File: config.mk
export PLATFORM = sky130hd
export DESIGN_NAME = sram_axi_bridge
export DESIGN_NICKNAME = d
export VERILOG_FILES = /design/src/rtl/sram_axi_bridge_pkg.sv /design/src/rtl/sram_axi_bridge.sv
export SDC_FILE = /design/constraint.sdc
export NUM_CORES = 1
export LEC_CHECK = 0
export CAP_MARGIN = 20
export CORE_AREA = 3 3 115 117
export DETAILED_ROUTE_END_ITERATION = 16
export DIE_AREA = 0 0 118 120
export HOLD_SLACK_MARGIN = 0.15
export PLACE_DENSITY = 0.86
export RECOVER_POWER = 25
export SYNTH_ARGS = -nofsm -noshare
export SYNTH_HDL_FRONTEND = slang
export SYNTH_SLANG_ARGS = --single-unit
File: constraint.sdc
create_clock -name clk -period 3.3 [get_ports clk]
set_clock_uncertainty 0.2 [all_clocks]
set_input_delay 0.825 -clock clk [delete_from_list [all_inputs] [get_ports clk]]
set_output_delay 0.825 -clock clk [all_outputs]
set_load 0.01 [all_outputs]
File: src/rtl/sram_axi_bridge_pkg.sv
// Shared types and AXI constants for the SRAM-to-AXI bridge.
// State encoding, burst/size/response codes and the wen-to-size mapping.
// No logic of its own; imported by the bridge.
package sram_axi_bridge_pkg;

    typedef enum logic [2:0] {
        ST_IDLE    = 3'd0,
        ST_RD_ADDR = 3'd1,
        ST_RD_DATA = 3'd2,
        ST_WR      = 3'd3,
        ST_WR_RESP = 3'd4,
        ST_DONE    = 3'd5
    } state_t;

    localparam logic [1:0] BURST_INCR = 2'b01;
    localparam logic [2:0] SIZE_B     = 3'd0;
    localparam logic [2:0] SIZE_H     = 3'd1;
    localparam logic [2:0] SIZE_W     = 3'd2;
    localparam logic [1:0] RESP_OKAY  = 2'b00;

    // Full word and irregular strobe patterns go out as word-sized beats.
    function automatic logic [2:0] size_from_wen(input logic [3:0] wen);
        logic [2:0] size;
        case (wen)
            4'b1111:                            size = SIZE_W;
            4'b0011, 4'b1100:                   size = SIZE_H;
            4'b0001, 4'b0010, 4'b0100, 4'b1000: size = SIZE_B;
            default:                            size = SIZE_W;
        endcase
        return size;
    endfunction

endpackage

File: src/rtl/sram_axi_bridge.sv
// SRAM-style core data port to single-outstanding AXI master; stallreq held while a transaction is in flight.
// Latency: request cycle + address/data handshakes + response, then one DONE cycle with stall low and data valid.
// Backpressure: every AXI valid is held until its ready; optional BRIDGE_POSTED_WRITE_EN finishes writes before B returns.
module sram_axi_bridge
    import sram_axi_bridge_pkg::*;
#(
    parameter int              ID_W   = 4,
    parameter logic [ID_W-1:0] AXI_ID = 4'd1
) (
    input  logic            clk,
    input  logic            resetn,
    input  logic            sram_en,
    input  logic [3:0]      sram_wen,
    input  logic [31:0]     sram_addr,
    input  logic [31:0]     sram_wdata,
    output logic [31:0]     sram_rdata,
    output logic            stallreq,
    output logic            bus_err,
    output logic [ID_W-1:0] arid,
    output logic [31:0]     araddr,
    output logic [7:0]      arlen,
    output logic [2:0]      arsize,
    output logic [1:0]      arburst,
    output logic            arvalid,
    input  logic            arready,
    input  logic [ID_W-1:0] rid,
    input  logic [31:0]     rdata,
    input  logic [1:0]      rresp,
    input  logic            rlast,
    input  logic            rvalid,
    output logic            rready,
    output logic [ID_W-1:0] awid,
    output logic [31:0]     awaddr,
    output logic [7:0]      awlen,
    output logic [2:0]      awsize,
    output logic [1:0]      awburst,
    output logic            awvalid,
    input  logic            awready,
    output logic [31:0]     wdata,
    output logic [3:0]      wstrb,
    output logic            wlast,
    output logic            wvalid,
    input  logic            wready,
    input  logic [ID_W-1:0] bid,
    input  logic [1:0]      bresp,
    input  logic            bvalid,
    output logic            bready
);

    state_t      state;
    state_t      state_nxt;
    logic [31:0] addr_q;
    logic [31:0] wdata_q;
    logic [3:0]  wen_q;
    logic        aw_done;
    logic        w_done;
    logic [31:0] rdata_q;
    logic        err_q;
    logic        issue;
    logic        wr_last;

    // Only one transaction is ever outstanding, so response IDs and rlast carry no information.
    logic unused_sig;
    assign unused_sig = ^{rid, rlast, bid};

    // Both write channels are finished this cycle (already done, or handshaking now).
    assign wr_last = (state == ST_WR) && (aw_done || awready) && (w_done || wready);

`ifdef BRIDGE_POSTED_WRITE_EN
    logic b_pending;

    // A pending B blocks a new request, unless it returns in the same cycle.
    assign issue  = sram_en && (!b_pending || bvalid);
    assign bready = b_pending;

    // Track the one posted write whose response has not yet arrived.
    always_ff @(posedge clk) begin
        if (!resetn) begin
            b_pending <= 1'b0;
        end else if (wr_last) begin
            b_pending <= 1'b1;
        end else if (bvalid) begin
            b_pending <= 1'b0;
        end
    end
`else
    assign issue  = sram_en;
    assign bready = (state == ST_WR_RESP);
`endif

    // State register.
    always_ff @(posedge clk) begin
        if (!resetn) begin
            state <= ST_IDLE;
        end else begin
            state <= state_nxt;
        end
    end

    // Next-state logic and per-state channel strobes.
    always_comb begin
        state_nxt = state;
        stallreq  = 1'b1;
        arvalid   = 1'b0;
        rready    = 1'b0;
        awvalid   = 1'b0;
        wvalid    = 1'b0;
        case (state)
            ST_IDLE: begin
                stallreq = sram_en;
                if (issue) begin
                    state_nxt = (sram_wen == 4'b0000) ? ST_RD_ADDR : ST_WR;
                end
            end
            ST_RD_ADDR: begin
                arvalid = 1'b1;
                if (arready) begin
                    state_nxt = ST_RD_DATA;
                end
            end
            ST_RD_DATA: begin
                rready = 1'b1;
                if (rvalid) begin
                    state_nxt = ST_DONE;
                end
            end
            ST_WR: begin
                awvalid = !aw_done;
                wvalid  = !w_done;
                if (wr_last) begin
`ifdef BRIDGE_POSTED_WRITE_EN
                    state_nxt = ST_DONE;
`else
                    state_nxt = ST_WR_RESP;
`endif
                end
            end
            ST_WR_RESP: begin
                if (bvalid) begin
                    state_nxt = ST_DONE;
                end
            end
            ST_DONE: begin
                stallreq  = 1'b0;
                state_nxt = ST_IDLE;
            end
            default: begin
                state_nxt = ST_IDLE;
            end
        endcase
    end

    // Request latch, write-channel progress flags, read data and sticky error.
    always_ff @(posedge clk) begin
        if (!resetn) begin
            addr_q  <= 32'h0;
            wdata_q <= 32'h0;
            wen_q   <= 4'h0;
            aw_done <= 1'b0;
            w_done  <= 1'b0;
            rdata_q <= 32'h0;
            err_q   <= 1'b0;
        end else begin
            if (state == ST_IDLE && issue) begin
                addr_q  <= sram_addr;
                wdata_q <= sram_wdata;
                wen_q   <= sram_wen;
            end
            if (state == ST_WR) begin
                if (awvalid && awready) aw_done <= 1'b1;
                if (wvalid && wready)   w_done  <= 1'b1;
            end else begin
                aw_done <= 1'b0;
                w_done  <= 1'b0;
            end
            if (rvalid && rready) begin
                rdata_q <= rdata;
                if (rresp != RESP_OKAY) err_q <= 1'b1;
            end
            if (bvalid && bready && bresp != RESP_OKAY) begin
                err_q <= 1'b1;
            end
        end
    end

    assign sram_rdata = rdata_q;
    assign bus_err    = err_q;

    assign arid    = AXI_ID;
    assign araddr  = addr_q;
    assign arlen   = 8'd0;
    assign arsize  = SIZE_W;
    assign arburst = BURST_INCR;

    assign awid    = AXI_ID;
    assign awaddr  = addr_q;
    assign awlen   = 8'd0;
    assign awsize  = size_from_wen(wen_q);
    assign awburst = BURST_INCR;

    assign wdata   = wdata_q;
    assign wstrb   = wen_q;
    assign wlast   = wvalid;

endmodule

# Word level (Yosys, flattened, before mapping)

Cells that the tools add are included.

Equal/unequal tests: 16
Reductions and logical operators: 23
Mux-type cells: 16

Operators with widths:

| cell                                                                  | number |
|---|---|
| 3-bit two-way mux                                                     | 5 |
| 3-bit one-hot mux with 5 select lines                                 | 1 |
| 2-bit inequality test, second input constant                          | 5 |
| 4-bit by 2-bit equality test with 1-bit output, second input constant | 2 |
| 4-bit equality test, second input constant                            | 2 |
| 1-bit logical AND                                                     | 8 |
| 2-bit nonzero test                                                    | 4 |
| 1-bit two-way mux                                                     | 7 |
| 3-bit by 2-bit equality test with 1-bit output, second input constant | 2 |
| 3-bit equality test, second input constant                            | 2 |
| 5-bit AND reduction                                                   | 1 |
| 4-bit by 1-bit equality test with 1-bit output, second input constant | 1 |
| 4-bit by 3-bit equality test with 1-bit output, second input constant | 1 |
| 4-bit logical NOT                                                     | 1 |
| 2-bit one-hot mux with 2 select lines                                 | 1 |
| 2-bit AND reduction                                                   | 2 |
| 4-bit OR reduction                                                    | 1 |
| 3-bit by 1-bit equality test with 1-bit output, second input constant | 1 |
| 3-bit logical NOT                                                     | 1 |
| 1-bit logical NOT                                                     | 2 |
| 1-bit logical OR                                                      | 2 |
| 2-bit two-way mux                                                     | 1 |
| 1-bit one-hot mux with 2 select lines                                 | 1 |
| 2-bit OR reduction                                                    | 1 |

Register bits after elaboration: 106

# Longest topological paths before layout

Gate-level depths: netlist of run 1.

Depth in word-level cells: 5
Depth in mapped cells: 6
Depth with buffers taken out: 3

# Worst setup path before layout of run 1

OpenSTA, ideal clock, no wires.

Kind: input -> output
From: in sram_en
To: out stallreq
Buffers on the path: 0
Path slack: 1132 ps
Arrival: 1143 ps
Cell stages on the path: 2
Path through: nor3_1 > o21ai_0

Word-level cells in the longest chain between the ends: 1

Ends and longest elaborated chain:

| item                                  | RTL line               | source |
|---|---|---|
| from (decl)                           | sram_axi_bridge.sv:12  | `input logic sram_en,` |
| 1-bit one-hot mux with 2 select lines | sram_axi_bridge.sv:108 | `case (state)` |
| to (decl)                             | sram_axi_bridge.sv:17  | `output logic stallreq,` |

Every way passes these cells.

# Final worst setup path of run 1

Ends and elaborated chain as after synthesis.

==> run_results.csv, run 1 <==
group,metric,value,unit
status,status,"complete, no violations",
sta,maxSlewHeadroom,52.70,%
setup_path,critPathLaunch,"sram_en",
setup_path,path_max_fanout,2,
final_layout,multi_input_area,1669,um^2
cts,numCtsBuffers,9,
final_layout,regArea,2122,um^2
setup_path,end_kind,"output port",
sta,period_minus_slack,3101,ps
setup_path,crit_slowest_cell,"clkdlybuf4s50_1",
sta,fmax,0.3225,GHz
power,ir_drop,0.0002577,V
die,die_w,118,um
cts,postCtsSetupRepairBufs,0,
cts,htree_levels,3,
setup_path,cp-start-kind,"input port",
global_routing,antenna_found_initial,0,
drt,wl,13.16,mm
drt,detail_route.wl_per_cell,14.04,um
place,gp_congestion,0.7425,
place,hpwlAfterDp,9.724,mm
global_routing,overflow,0,
final_layout,drive_gt1_share,4.314,%
die,rows,41,
sta,setup_tns,0,ps
drt,vias_per_cell,4.506,
final_layout,layout_common_cells,"nand2_1 (201), clkdlybuf4s50_1 (193), dfxtp_1 (106), a21oi_1 (102), dlygate4sd3_1 (60)",
cts,clkTransAtPathRegs,70,ps
die,die_height,120,um
die,start_util,34.95,%
power,p_total,3624,uW
cts,cts_sinks,106,
sta,final.period_utilization,93.96,%
synthesis,synth_edf_count,0,
sta,hold_violations,0,
setup_path,cp.required,2270,ps
setup_path,critical_path.max_stage_delay,560,ps
final_layout,finish.utilization,55.96,%
synthesis,yosys_warnings,0,
drt,vias,4222,
place,io_buffers,253,
sta,holdWs,249.9,ps
final_layout,final_cells,937,
die,die_area,14160,um^2
global_routing,grt_pass1_wl,20.40,mm
power,power_leakage,0.002712,uW
power,powerDensity,519.5,nW/um^2
cts,cts_resized,0,
synthesis,avgSynthCellArea,7.822,um^2
synthesis,yosys_most_used_dff,"dfxtp_1",
drt,firstDrtPassIters,4,
final_layout,final_nets,881,
drt,ant_nets,0,
final_layout,n_fill_cell,1126,
final_layout,synthToLayoutAreaGrowth,60.11,%
drt,top_layer_used,"met4",
setup_path,crit_path_frequent_cell,"clkdlybuf4s50_1",
sta,worstMarginPinSlew,709.5,ps
place,dp.cells,921,
global_routing,grt_max_degree,47,
cts,hold_buffers,0,
global_routing,grt_pass1_vias,3880,
job,cap_violations,0,
drt,drc,0,
synthesis,async_reset_ff_share,0,%
synthesis,syn-cell-area,4357,um^2
sta,drv_slew,0,
die,pin_count,295,
cts,cts_max_path_buffers,2,
cts,clk_latency,340,ps
drt,wl_met2,6.572,mm
final_layout,n_antenna_cell,0,
setup_path,critPathArrivalTime,2080,ps
cts,cts_root_buf,"clkbuf_16",
setup_path,r2r_start,"state[2]",
setup_path,crit_type,"input port to output port",
setup_path,cp_cell_sequence,"clkdlybuf4s50_1, nor3_1, o21ai_0, clkdlybuf4s50_1",
final_layout,final_common_cell,"nand2_1",
synthesis,synth.yosys.seq_area_share,48.71,%
drt,drt-initial-drc-count,202,
worst_hold_path,worstHoldPathType,"flop to flop",
global_routing,track_usage,18.07,%
drt,met1_length,5.186,mm
die,core_area,12470,um^2
synthesis,synth_cell_types,31,
synthesis,synth_cells,557,
drt,dr_wl_met3,1.202,mm
sta,rsz0062_at_grt,"false",
synthesis,ys_ff_latch,106,
sta,setup_violations,0,
cts,cts_tree,"yes",
worst_hold_path,hp-start,"sram_rdata[7]",
## routing by layer
metal | up-vias | track usage (%)
met3 | 13 | 6.268
met1 | 1911 | 21.02
li1 | 2103 | -
met2 | 195 | 31.15
met5 | - | 0
met4 | 0 | 6.007
## kinds of logic after synthesis
kind of cell / Yosys count / synth area share (%)
AND/OR/NAND/NOR: 227 / 21.17
AO/OA/AOI/OAI: 115 / 13.84
flip-flops: 106 / 48.71
buffers and inverters: 106 / 15.91
other: 2 / 0.1724
XOR/XNOR: 1 / 0.2011
## report_power, final
part | leakage, uW | switching, uW | internal [uW]
sequential | 0.000865 | 83.0 | 1400
combinational | 0.00169 | 464 | 502
clock | 0.000155 | 486 | 687
total | 0.00271 | 1030 | 2590
## critical path, delay by kind of cell
| kind | cells | cell delay (ps) |
|---|---|---|
| AOI/OAI and AO/OA | 1 | 170 |
| buffers and inverters | 2 | 1040 |
| and+or+nand+nor | 1 | 50 |
## flip-flops by register name (all words and copies together), names as in the netlist
name        count
wdata          32
aw_done         1
bus_err         1
sram_rdata     32
w_done          1
wstrb           4
state           3
araddr         32
## cell usage after synthesis, drive strengths merged, types with 2 or more instances
library cell  instances  area share, %
a31oi                 2           0.29
buf                  85             14
inv                   4           0.34
conb                  2           0.17
a311oi                2           0.40
nor3                  2           0.23
dfxtp               106             49
nand3                 4           0.46
nor3b                 2           0.34
nor2                  9           0.78
o21ai                 3           0.34
o21a                  2           0.34
clkbuf               17            1.5
nand2               201             17
a21oi               102             12
## final timing paths
kind | slack [ps] | to | cells past startpoint
max | 200 | stallreq | 4
min | 250 | sram_rdata[7] | 2
max reg2reg | 1180 | wdata[24] | 4
min reg2reg | 250 | sram_rdata[7] | 2
## layout make-up
class	count	area share (%)
inverters	4	0.2332
multi-input cells	375	23.93
clock buffers	10	3.426
well taps	172	3.085
repair buffers	264	37.63
clock inverters	6	1.274
flip-flops and latches	106	30.42
## per-stage QoR
step / setup slack [ps] / cell area, um^2
6_report: 199.2 / 6975
5_1_grt: 79.46 / 6975
4_1_cts: 197.4 / 6978
3_5_place_dp: 197.2 / 6650
3_3_place_gp: 196.1 / 6650
2_1_floorplan: 1132 / 4469
No activity file was read; power rests on OpenSTA's default activity.
==> inputs of run 2 (changes only) <==
--- a/config.mk
+++ b/config.mk
@@ -12,6 +12,8 @@
 export HOLD_SLACK_MARGIN = 0.15
 export PLACE_DENSITY = 0.86
 export RECOVER_POWER = 25
+export SKIP_LAST_GASP = 1
+export SLEW_MARGIN = 40
 export SYNTH_ARGS = -nofsm -noshare
 export SYNTH_HDL_FRONTEND = slang
 export SYNTH_SLANG_ARGS = --single-unit
==> results of run 2 <==
Final layout, timing and power as in run 1 (identical DEF).
==> inputs of run 3 (changes only) <==
--- a/config.mk
+++ b/config.mk
@@ -13,7 +13,6 @@
 export PLACE_DENSITY = 0.86
 export RECOVER_POWER = 25
 export SKIP_LAST_GASP = 1
-export SLEW_MARGIN = 40
 export SYNTH_ARGS = -nofsm -noshare
 export SYNTH_HDL_FRONTEND = slang
 export SYNTH_SLANG_ARGS = --single-unit
==> results of run 3 <==
Final layout, timing and power as in run 1 (identical DEF).
